[config.mk]
export PLATFORM = sky130hd
export DESIGN_NAME = pc_fetch_unit
export DESIGN_NICKNAME = d
export VERILOG_FILES = /design/src/rtl/pc_fetch_unit.sv
export SDC_FILE = /design/constraint.sdc
export NUM_CORES = 1
export LEC_CHECK = 0
export ABC_AREA = 1
export CORE_AREA = 3 3 109 111
export CTS_CLUSTER_DIAMETER = 30
export CTS_CLUSTER_SIZE = 25
export DETAILED_ROUTE_END_ITERATION = 16
export DIE_AREA = 0 0 112 114
export PLACE_DENSITY = 0.85
export SETUP_SLACK_MARGIN = 0.3
export SYNTH_ARGS = -nofsm -noshare
export SYNTH_HDL_FRONTEND = slang
export SYNTH_SLANG_ARGS = --single-unit
[constraint.sdc]
create_clock -name clk -period 4.8 [get_ports clk]
set_clock_uncertainty 0.15 [all_clocks]
set_input_delay 0.96 -clock clk [delete_from_list [all_inputs] [get_ports clk]]
set_output_delay 0.96 -clock clk [all_outputs]
set_load 0.01 [all_outputs]
[src/rtl/pc_fetch_unit.sv]
`default_nettype none
// ============================================================================
// Module   : pc_fetch_unit
// Brief    : Program counter and fetch stage for a 32-word instruction ROM,
//            with redirect, stall, ECALL/EBREAK halt, retire count and faults.
// Revision : 1.0  initial release
// ============================================================================
module pc_fetch_unit #(
  parameter logic [31:0] RESET_PC  = 32'h0000_0000,
  parameter int unsigned ROM_WORDS = 32
) (
  input  logic        clk,
  input  logic        rst_n,
  input  logic        stall,
  input  logic        br_taken,
  input  logic [31:0] br_target,
  input  logic        resume,
  input  logic [31:0] instr_in,
  output logic [31:0] addr,
  output logic [31:0] pc_out,
  output logic [31:0] pc_plus4,
  output logic [31:0] instr_out,
  output logic        valid,
  output logic        halted,
  output logic        fault,
  output logic [1:0]  fault_cause,
  output logic [31:0] instret
);

  typedef enum logic [1:0] {
    ST_RUN   = 2'd0,
    ST_HALT  = 2'd1,
    ST_FAULT = 2'd2
  } state_t;

  localparam logic [31:0] C_ROM_BYTES      = 32'(ROM_WORDS * 4);
  localparam logic [31:0] C_NOP            = 32'h0000_0013;
  localparam logic [31:0] C_ECALL          = 32'h0000_0073;
  localparam logic [31:0] C_EBREAK         = 32'h0010_0073;
  localparam logic [1:0]  C_CAUSE_NONE     = 2'b00;
  localparam logic [1:0]  C_CAUSE_MISALIGN = 2'b01;
  localparam logic [1:0]  C_CAUSE_RANGE    = 2'b10;

  state_t      r_state, w_state_nxt;
  logic [31:0] r_pc, w_pc_nxt;
  logic [1:0]  r_cause, w_cause_nxt;
  logic [31:0] r_instret, w_instret_nxt;
  logic [31:0] w_pc_plus4;
  logic        w_is_sys;
  logic        w_seq_oor;

  assign w_pc_plus4 = r_pc + 32'd4;
  assign w_is_sys   = (instr_in == C_ECALL) || (instr_in == C_EBREAK);
  assign w_seq_oor  = (w_pc_plus4 >= C_ROM_BYTES);

  always_ff @(posedge clk or negedge rst_n) begin
    if (!rst_n) begin
      r_state   <= ST_RUN;
      r_pc      <= RESET_PC;
      r_cause   <= C_CAUSE_NONE;
      r_instret <= 32'd0;
    end else begin
      r_state   <= w_state_nxt;
      r_pc      <= w_pc_nxt;
      r_cause   <= w_cause_nxt;
      r_instret <= w_instret_nxt;
    end
  end

  always_comb begin
    w_state_nxt   = r_state;
    w_pc_nxt      = r_pc;
    w_cause_nxt   = r_cause;
    w_instret_nxt = r_instret;
    case (r_state)
      ST_RUN: begin
        // A stalled instruction neither retires nor samples redirect/halt
        if (!stall) begin
          w_instret_nxt = r_instret + 32'd1;
          if (w_is_sys) begin
            w_state_nxt = ST_HALT;
          end else if (br_taken && (br_target[1:0] != 2'b00)) begin
            w_state_nxt = ST_FAULT;
            w_cause_nxt = C_CAUSE_MISALIGN;
          end else if (br_taken && (br_target >= C_ROM_BYTES)) begin
            w_state_nxt = ST_FAULT;
            w_cause_nxt = C_CAUSE_RANGE;
          end else if (br_taken) begin
            w_pc_nxt = br_target;
          end else if (w_seq_oor) begin
            w_state_nxt = ST_FAULT;
            w_cause_nxt = C_CAUSE_RANGE;
          end else begin
            w_pc_nxt = w_pc_plus4;
          end
        end
      end
      ST_HALT: begin
        if (resume) begin
          if (w_seq_oor) begin
            w_state_nxt = ST_FAULT;
            w_cause_nxt = C_CAUSE_RANGE;
          end else begin
            w_state_nxt = ST_RUN;
            w_pc_nxt    = w_pc_plus4;
          end
        end
      end
      default: begin
        // Only reset leaves the fault state
        w_state_nxt = ST_FAULT;
      end
    endcase
  end

  assign addr        = r_pc;
  assign pc_out      = r_pc;
  assign pc_plus4    = w_pc_plus4;
  assign instr_out   = (r_state == ST_RUN) ? instr_in : C_NOP;
  assign valid       = (r_state == ST_RUN) && !stall;
  assign halted      = (r_state == ST_HALT);
  assign fault       = (r_state == ST_FAULT);
  assign fault_cause = r_cause;
  assign instret     = r_instret;

endmodule
`default_nettype wire

==> impl_metrics.env, run 1 <==
export IMPL_core_area_sq_mm=0.0109
export IMPL_start_util=0.450
export IMPL_intPower_w=0.00137
export IMPL_slowest_delay_ps=550
export IMPL_placed_cells=1073
export IMPL_finalMaxSlewViolations=0
export IMPL_syn_avg_cell_area_sq_um=6.63
export IMPL_cp_arrival_ps=2610
export IMPL_finalCritPeriodShare=0.775
export IMPL_cp_cell_sequence="ha_1 -> inv_1 -> nor2_4 -> nand2_1 -> nor2_1 -> nand2_1 -> nand2_1 -> clkdlybuf4s50_1"
export IMPL_share_seq_of_total_power=0.344
export IMPL_fp_dieArea_sq_mm=0.0128
export IMPL_cap_viol_max_count=0
export IMPL_synth_edf_count=0
export IMPL_synth_warnings=0
export IMPL_clock_root_buffer="clkbuf_8"
export IMPL_ant_nets=0
export IMPL_diodes=0
export IMPL_synth_top_area_share=0.348
export IMPL_antenna_found_initial=0
export IMPL_power_switching_w=0.000836
export IMPL_chipWidth_microns=112
export IMPL_cts_resized=0
export IMPL_grt_pass1_vias=5128
export IMPL_numCtsBuffers=9
export IMPL_die_h_microns=114
export IMPL_fill_cells=970
export IMPL_hpwl_microns=12900
export IMPL_final_nets=1015
export IMPL_final_cell_count_no_fill=1089
export IMPL_r2r_slack_ps=1780
export IMPL_grt_max_degree=46
export IMPL_avgRoutedWirePerCell_microns=14.6
export IMPL_powerDensity_mw_per_mm2=302
export IMPL_cp_end_kind="primary output"
export IMPL_worstSetupPathType="reg2out"
export IMPL_cts_buffer_depth=2
export IMPL_cts_sinks=68
export IMPL_p_clk_frac=0.221
export IMPL_area_growth_pct=49.3
export IMPL_rsz0062_at_grt="no"
export IMPL_io_pin_count=234
export IMPL_drt_pass1_iter_count=5
export IMPL_p_leak_nw=3.48
export IMPL_viasPerCell=4.81
export IMPL_ys_async_sr_fraction=1.00
export IMPL_totalWireLength_microns=15900
export IMPL_relSlewSlack=0.313
export IMPL_ys_seq_area_frac=0.348
export IMPL_worstSkewPairLatency_ps=350
export IMPL_slowest_stage="clkdlybuf4s50_1"
export IMPL_yosysUniqueCellTypes=32
export IMPL_clock_fmax_mhz=269
export IMPL_synth_ff_type="dfrtp_1"
export IMPL_track_usage=0.246
export IMPL_status="finished, final reports clean"
export IMPL_crit_top_cell="nand2_1"
export IMPL_finalCriticalPeriod_ps=3720
export IMPL_p_sw_frac=0.379
export IMPL_setup_viol=0
export IMPL_path_delay_family="simple AND/OR/NAND/NOR gates"
export IMPL_cts_clk_slew_worst_paths_ps=80
export IMPL_drt_iter0_drc=279
export IMPL_finalHoldViolCount=0
export IMPL_crit_buf_inv=2
export IMPL_fin_setup_tns_ps=0
export IMPL_synth_area_leaders="dfrtp_1, nand2_1, nor2_1"
export IMPL_worst_slew_pin_slew_ps=1030
export IMPL_power_frac_comb=0.435
export IMPL_io_buffers=233
export IMPL_cp_start_kind="flop"
export IMPL_cts_hold_buf=0
export IMPL_syn_area_sq_mm=0.00489
export IMPL_grt_pass1_wl_microns=25600
export IMPL_synth_cells=738
export IMPL_grt_overflow_total=0
export IMPL_required_ps=3690
export IMPL_ir_drop_uv=192
export IMPL_gp_congestion=0.954
export IMPL_drive_gt1_frac=0.0653
export IMPL_post_cts_buffers=0
export IMPL_hold_path_class="reg2reg"
export IMPL_htreeDepth=3
export IMPL_std_cell_rows=38
export IMPL_synthesis_nets=809
export IMPL_drc_errors=0
export IMPL_crit_fanout=8
export IMPL_vias=5237
export IMPL_ys_ff_latch=68
export IMPL_synth_top_area_cell="dfrtp_1"
export IMPL_cts_tree="built"
==> logic make-up (layout without fill, tap and decap cells) <==
kind of cell / count (synthesis) / in the layout / synth area share
fa+ha+maj: 2 / 2 / 0.00511
compound gates: 11 / 11 / 0.0115
buf+inv: 146 / 357 / 0.144
simple gates: 477 / 477 / 0.431
xor+xnor: 34 / 34 / 0.0608
flops: 68 / 68 / 0.348
==> Yosys cell counts, types with 5 or more instances <==
master and count:
o21ai_0 5, nor2_2 21, buf_4 35, xnor2_1 14, nor2_4 5, nand2_1 191, or2_2 8, nor3_1 13
nor2_1 153, xor2_1 20, inv_1 104, dfrtp_1 68, nand4_1 21, nand3_1 48
==> routing by layer <==
metal | part of all wire | wire [microns] | GRT usage
met5 | 0 | 0 | 0
met1 | 0.40 | 6400 | 0.300
met4 | 0.011 | 168 | 0.0505
met3 | 0.089 | 1410 | 0.0775
met2 | 0.50 | 7890 | 0.432
==> layout make-up <==
type	count	area, sq um	share of cell area
sequential	68	1700	0.233
timing repair buffer	235	2340	0.321
clock buffer	9	124	0.0170
clock inverter	7	75.1	0.0103
tap	140	175	0.0240
multi-input combinational	524	2490	0.341
inverter	106	398	0.0545
==> power groups by stage <==
stage	logic (W)	clock network, W	registers [W]
3_3_place_gp	0.000947	0	0.000766
5_1_grt	0.00105	0.000519	0.000775
6_report	0.000960	0.000487	0.000757
2_1_floorplan	0.000467	0	0.000771
3_5_place_dp	0.000958	0	0.000768
4_1_cts	0.000963	0.000497	0.000757
==> layout by cell type, fill, tap and decap left out, drive strengths merged <==
master	count
clkdlybuf4s50	232
nand2	197
nor2	179
inv	106
dfrtp	68
nand3	48
nand4	22
xor2	20
xnor2	14
nor3	14
or2	10
clkbuf	9
o21ai	8
clkinv	6
nor4	4
buf	3
a21oi	2
nor3b	2
ha	2
nand3b	1
a31oi	1
bufinv	1
==> flip-flops by register name, summed over array words and instances (netlist names) <==
signal and count:
addr 32, fault_cause 2, instret 32, r_state 2
==> worst paths after layout <==
check | startpoint | endpoint | depth (start not counted)
min in group asynchronous | rst_n | addr[26]$_DFFE_PN0P_ | 1
max in group asynchronous | rst_n | instret[17]$_DFFE_PN0P_ | 2
max reg2reg | addr[2]$_DFFE_PN0P_ | addr[3]$_DFFE_PN0P_ | 13
min | instret[31]$_DFFE_PN0P_ | instret[31]$_DFFE_PN0P_ | 1
min reg2reg | instret[31]$_DFFE_PN0P_ | instret[31]$_DFFE_PN0P_ | 1
max | addr[2]$_DFFE_PN0P_ | pc_plus4[18] | 8
==> per-stage QoR <==
| stage | area (sq um) | hold slack (ps) | setup WS (ps) | total power (W) | utilization |
|---|---|---|---|---|---|
| global placement | 7110 | 312 | 1410 | 0.00171 | 0.653 |
| detailed placement | 7110 | 305 | 1320 | 0.00173 | 0.653 |
| floorplan | 4890 | 354 | 2030 | 0.00124 | - |
| CTS | 7310 | 329 | 1090 | 0.00222 | 0.671 |
| global route | 7310 | 355 | 829 | 0.00234 | 0.671 |
| finish | 7310 | 331 | 1080 | 0.00220 | 0.671 |
Power figures use the tool's default switching activity.
==> run 2, diff against run 1 <==
Settings changed: CORE_AREA 3 3 109 111 to 3 3 112 114, DIE_AREA 0 0 112 114 to 0 0 115 117, PLACE_DENSITY 0.85 to 0.81.
Clock period 4.8 ns to 3.8 ns, I/O delays scaled along.
==> run 2 against run 1 <==
  * Clock power up 77%
  * Final cell count grew 0.37%
  * Sequential power grew 27%
  * Worst setup slack got worse by 640 ps
  * Routed wire length about the same
==> impl_metrics.env, run 2 (same netlist as run 1, synthesis figures left out) <==
export IMPL_cp_cell_sequence="ha_2 -> inv_1 -> nor2_4 -> nand2_1 -> inv_1 -> nand3_1 -> nand2_1 -> clkdlybuf4s50_1"
export IMPL_rsz0062_at_grt="no"
export IMPL_grt_pass1_vias=5166
export IMPL_required_ps=2890
export IMPL_final_core_util=0.645
export IMPL_cts_clk_slew_worst_paths_ps=60
export IMPL_drc_errors=0
export IMPL_path_delay_family="buffers and inverters"
export IMPL_viasPerCell=4.78
export IMPL_relSlewSlack=0.636
export IMPL_grt_overflow_total=0
export IMPL_p_leak_nw=3.52
export IMPL_fin_setup_tns_ps=0
export IMPL_r2r_start="addr[2]$_DFFE_PN0P_"
export IMPL_cap_viol_max_count=0
export IMPL_status="finished, final reports clean"
export IMPL_core_area_sq_mm=0.0115
export IMPL_finalHoldViolCount=0
export IMPL_final_cell_count_no_fill=1093
export IMPL_worstSkewPairLatency_ps=330
export IMPL_htreeDepth=3
export IMPL_hold_ws_ps=232
export IMPL_final_common_cell="clkdlybuf4s50_1"
export IMPL_drt_pass1_iter_count=4
export IMPL_powerDensity_mw_per_mm2=409
export IMPL_hpwl_microns=12900
export IMPL_cp_arrival_ps=2440
export IMPL_slowest_delay_ps=560
export IMPL_worst_slew_pin_slew_ps=544
export IMPL_chipWidth_microns=115
export IMPL_ant_nets=0
export IMPL_start_util=0.425
export IMPL_cp_start_kind="flop"
export IMPL_crit_buf_inv=3
export IMPL_cts_tree="built"
export IMPL_cp_end_kind="primary output"
export IMPL_io_buffers=233
export IMPL_finalCriticalPeriod_ps=3350
export IMPL_avgRoutedWirePerCell_microns=14.5
export IMPL_finalMaxSlewViolations=0
export IMPL_fill_cells=1039
export IMPL_placed_cells=1077
export IMPL_die_h_microns=117
export IMPL_io_pin_count=234
export IMPL_clock_fmax_mhz=298
export IMPL_diodes=0
export IMPL_track_usage=0.240
export IMPL_std_cell_rows=39
export IMPL_startpoint="addr[2]$_DFFE_PN0P_"
export IMPL_final_nets=1016
export IMPL_grt_max_degree=31
export IMPL_mostFrequentLayoutCells="clkdlybuf4s50_1, nand2_1, nor2_1, inv_1, dfrtp_1"
export IMPL_worstSetupPathType="reg2out"
export IMPL_ir_drop_uv=256
export IMPL_hold_path_class="in2async"
export IMPL_crit_fanout=8
export IMPL_cts_sinks=68
export IMPL_cts_buffer_depth=2
export IMPL_antenna_found_initial=0
export IMPL_totalWireLength_microns=15900
export IMPL_grt_pass1_wl_microns=25300
export IMPL_gp_congestion=0.919
export IMPL_fp_dieArea_sq_mm=0.0135
export IMPL_numCtsBuffers=9
export IMPL_finalCritPeriodShare=0.883
export IMPL_slowest_stage="clkdlybuf4s50_1"
export IMPL_cts_hold_buf=0
export IMPL_area_growth_pct=51.8
export IMPL_drive_gt1_frac=0.0705
export IMPL_clock_root_buffer="clkbuf_16"
export IMPL_vias=5227
export IMPL_drt_iter0_drc=385
export IMPL_setup_viol=0
run 2: through the flow:
stage | power, W | setup slack, ps | instance area [sq um]
after floorplan | 0.00156 | 1230 | 4890
after global routing | 0.00323 | 307 | 7430
after detailed placement | 0.00218 | 635 | 7120
after CTS | 0.00306 | 327 | 7420
after global placement | 0.00218 | 646 | 7120
final | 0.00304 | 446 | 7430
run 2: per-layer routing:
layer  GRT usage  vias to the layer above  wire length, microns
met1       0.288                     2392                  6460
met5           0                        -                     0
met4      0.0493                        0                   116
li1            -                     2647                     -
met2       0.419                      175                  7890
met3      0.0823                       13                  1400
run 2: path summary, 6_finish.rpt:
path,slack [ps],endpoint,depth (start not counted)
setup / recovery,450,pc_plus4[26],8
hold / removal,230,addr[30]$_DFFE_PN0P_,1
setup reg to reg,1000,addr[3]$_DFFE_PN0P_,13
hold reg to reg,330,fault_cause[0]$_DFFE_PN0P_,2
max in group asynchronous,2480,addr[3]$_DFFE_PN0P_,2
min in group clk,330,fault_cause[0]$_DFFE_PN0P_,2
run 2: final cells by class:
type	count	area [sq um]	area share
clock buffers	9	225	0.0303
clock inverters	7	81.3	0.0109
well taps	143	179	0.0241
inverters	106	398	0.0535
flip-flops and latches	68	1700	0.229
repair buffers	236	2350	0.316
multi-input cells	524	2490	0.336
run 2: power breakdown:
part | switching (W) | total, W | internal (W)
sequential | 0.000151 | 0.000963 | 0.000813
clock | 0.000343 | 0.000861 | 0.000518
combinational | 0.000602 | 0.00121 | 0.000612
total | 0.00110 | 0.00304 | 0.00194
run 2: what timing repair did:
item,CTS,global route
gates resized for setup,0,4
setup endpoints to repair,0,6
buffers inserted,0,0
==> run 3, diff against run 2 <==
Settings changed: ABC_CLOCK_PERIOD_IN_PS set to 3800.
==> results of run 3 <==
The final DEF is identical to that of run 2; final timing and power are the same.
==> RTL edit, RTL diff (config.mk and constraints of run 1) <==
Re-encode `state_t` (3 states) as one-hot, 3 bits wide.
--- a/src/rtl/pc_fetch_unit.sv
+++ b/src/rtl/pc_fetch_unit.sv
@@ -27,10 +27,10 @@
   output logic [31:0] instret
 );
 
-  typedef enum logic [1:0] {
-    ST_RUN   = 2'd0,
-    ST_HALT  = 2'd1,
-    ST_FAULT = 2'd2
+  typedef enum logic [2:0] {
+    ST_RUN   = 3'b001,
+    ST_HALT  = 3'b010,
+    ST_FAULT = 3'b100
   } state_t;
 
   localparam logic [31:0] C_ROM_BYTES      = 32'(ROM_WORDS * 4);
Behaviour: same outputs for any inputs over 4 cycles, from zero or initial values and one cycle with rst_n low; so few cycles prove little.
==> RTL edit against run 1 <==
Design area up 1.1%. Area after synthesis up 1.8%. Cell count is 1.4% lower. Sequential cell count up 1. Synthesized cell count shrank 2.0%. Wire length down 2.9%. Worst setup slack improved by 0.13 ns. Hold slack got worse by 0.0038 ns.
Power is not compared: it rests on default switching activity, and its combinational part moved more than twofold at a synthesized area within 25%.
==> RTL edit: results (changes against run 1) <==
* Post-synth cell types at 37 (+16%)
* FF-to-FF End: addr[2]
* Final-stage net count at 1,000 (-1.5%)
* Register area share after synthesis at 0.347 (-0.000925)
* R2R Setup Slk at 1.53 ns (-0.25 ns)
* Pre-antenna DRT Iters at 5 (unchanged)
* Largest cells by area after synthesis: dfrtp_1 34%, nand2_1 14%, nor2_1 10%, inv_1 7.8%, buf_4 5.1%
* Outcome: finished clean
* Final RePlAce weighted congestion at 0.977 (+2.4%)
* First-pass GRT wire length at 24,700 µm (-3.2%)
* Crit path arrival time at 2.48 ns (-0.13 ns)
* Post-synth top cells: 186 x nand2_1, 138 x nor2_1, 104 x inv_1
* Rel. slew slack at 0.473 (+0.160)
* Setup Buffers After CTS at 0 (unchanged)
* Antenna Cells at 0 (unchanged)
* Asr flop ratio synth at 1.00 (unchanged)
* DP Cell Count at 1,058 (-1.4%)
* Hold Path Class: flip-flop to flip-flop
* Crit Path Max Fanout at 7 (-1)
* Crit path largest cell delay at 0.54 ns
* Iter 0 DRT Violations at 197 (-29%)
* Sum Neg Setup Slack at 0 ns (unchanged)
* Routed vias/inst at 4.77 (-0.87%)
* Root buf cell: clkbuf_8
* Post-synthesis net count at 794 (-1.9%)
* Avg Synthesized Cell Area at 6.89 µm² (+3.9%)
* Register-to-Register Path Depth at 18 (+5)
* Main synth FF type: dfrtp_1
* CTS max path bufs at 2 (unchanged)
* Largest net degree at the start of global routing at 38 (-17%)
* Avg WL per Cell at 14.3 µm (-1.6%)
* Gr usage total at 0.239 (-0.00733)
* RR Startpoint: addr[2]
* Total wire length at 15,400 µm (-2.9%)
* Share of cells above drive strength 1 at 0.0867 (+0.0214)
* Vias in the first global route at 4,829 (-5.8%)
* CTS buffer count at 9 (unchanged)
* Post-DP HPWL at 12,600 µm (-2.3%)
* Final hold vios at 0 (unchanged)
* CP Capture Point: pc_plus4[26]
==> RTL edit: cell types whose count changed after synthesis, moves of 3 or more <==
cell      before  now
nor2_1       153  138
or2_2          8   14
buf_1          0    3
nand2_1      191  186
nor2_2        21    8
inv_2          0    5
nand3_1       48   40
nor2_4         5   16
nand2_2        4    7
clkbuf_1       3    0
nand4_1       21   17
o21ai_0        5    1
==> RTL edit: cell type report <==
| class | instances | area [µm²] |
|---|---|---|
| Sequential cell | 69 | 1730 |
| Multi-Input combinational cell | 505 | 2540 |
| Fill cell | 955 | 3500 |
| Inverter | 109 | 409 |
| Clock inverter | 6 | 38.8 |
| Clock buffer | 10 | 138 |
| Timing Repair Buffer | 235 | 2350 |
| Tap cell | 140 | 175 |
==> RTL edit: worst max-delay path, delay by kind of cell, from the launching register on <==
kind,cells,cell delay (ns)
buffers and inverters,3,0.77
DFF,1,0.52
and+or+nand+nor,4,0.49
adders and majority gates,1,0.35
==> RTL edit: how the worst min path moves through the flow <==
stage,end,slack (ns),cells past startpoint
after global placement,instret[31],0.32,1
final,instret[31],0.33,1
after CTS,instret[31],0.33,1
after detailed placement,instret[31],0.32,1
after floorplan,instret[31],0.35,1
after global routing,instret[31],0.36,1
==> RTL edit: power breakdown <==
group	total [mW]	switching [mW]	internal [mW]	leakage, nW
Combinational	0.380	0.188	0.192	2.78
Clock	0.429	0.230	0.200	0.0880
Sequential	0.635	0.0345	0.601	0.837
Total	1.44	0.452	0.993	3.71
==> RTL edit: kinds of logic (layout without fill, tap and decap cells) <==
| family | count (synthesis) | after routing | share of synthesized area |
|---|---|---|---|
| AND/OR/NAND/NOR | 461 | 461 | 0.437 |
| buffers and inverters | 149 | 360 | 0.143 |
| flip-flops | 69 | 69 | 0.347 |
| XOR/XNOR | 34 | 34 | 0.0598 |
| AO/OA/AOI/OAI | 8 | 8 | 0.00904 |
| adder cells (fa/ha/maj) | 2 | 2 | 0.00502 |
==> RTL edit: metrics by stage <==
stage | hold WS [ns] | worst slack, ns | cell area, µm² | utilization
floorplan | 0.354 | 2.06 | 4980 | -
global placement | 0.317 | 1.11 | 7210 | 0.662
detailed placement | 0.318 | 1.04 | 7210 | 0.662
CTS | 0.331 | 1.20 | 7390 | 0.678
global route | 0.359 | 1.05 | 7390 | 0.678
finish | 0.327 | 1.21 | 7390 | 0.678
==> RTL edit: routing by layer <==
| metal | routed length, µm | global-route usage | vias to the layer above |
|---|---|---|---|
| met3 | 994 | 0.0451 | 27 |
| li1 | - | - | 2585 |
| met2 | 7540 | 0.408 | 194 |
| met4 | 309 | 0.0585 | 0 |
| met5 | 0 | 0 | - |
| met1 | 6550 | 0.315 | 2314 |
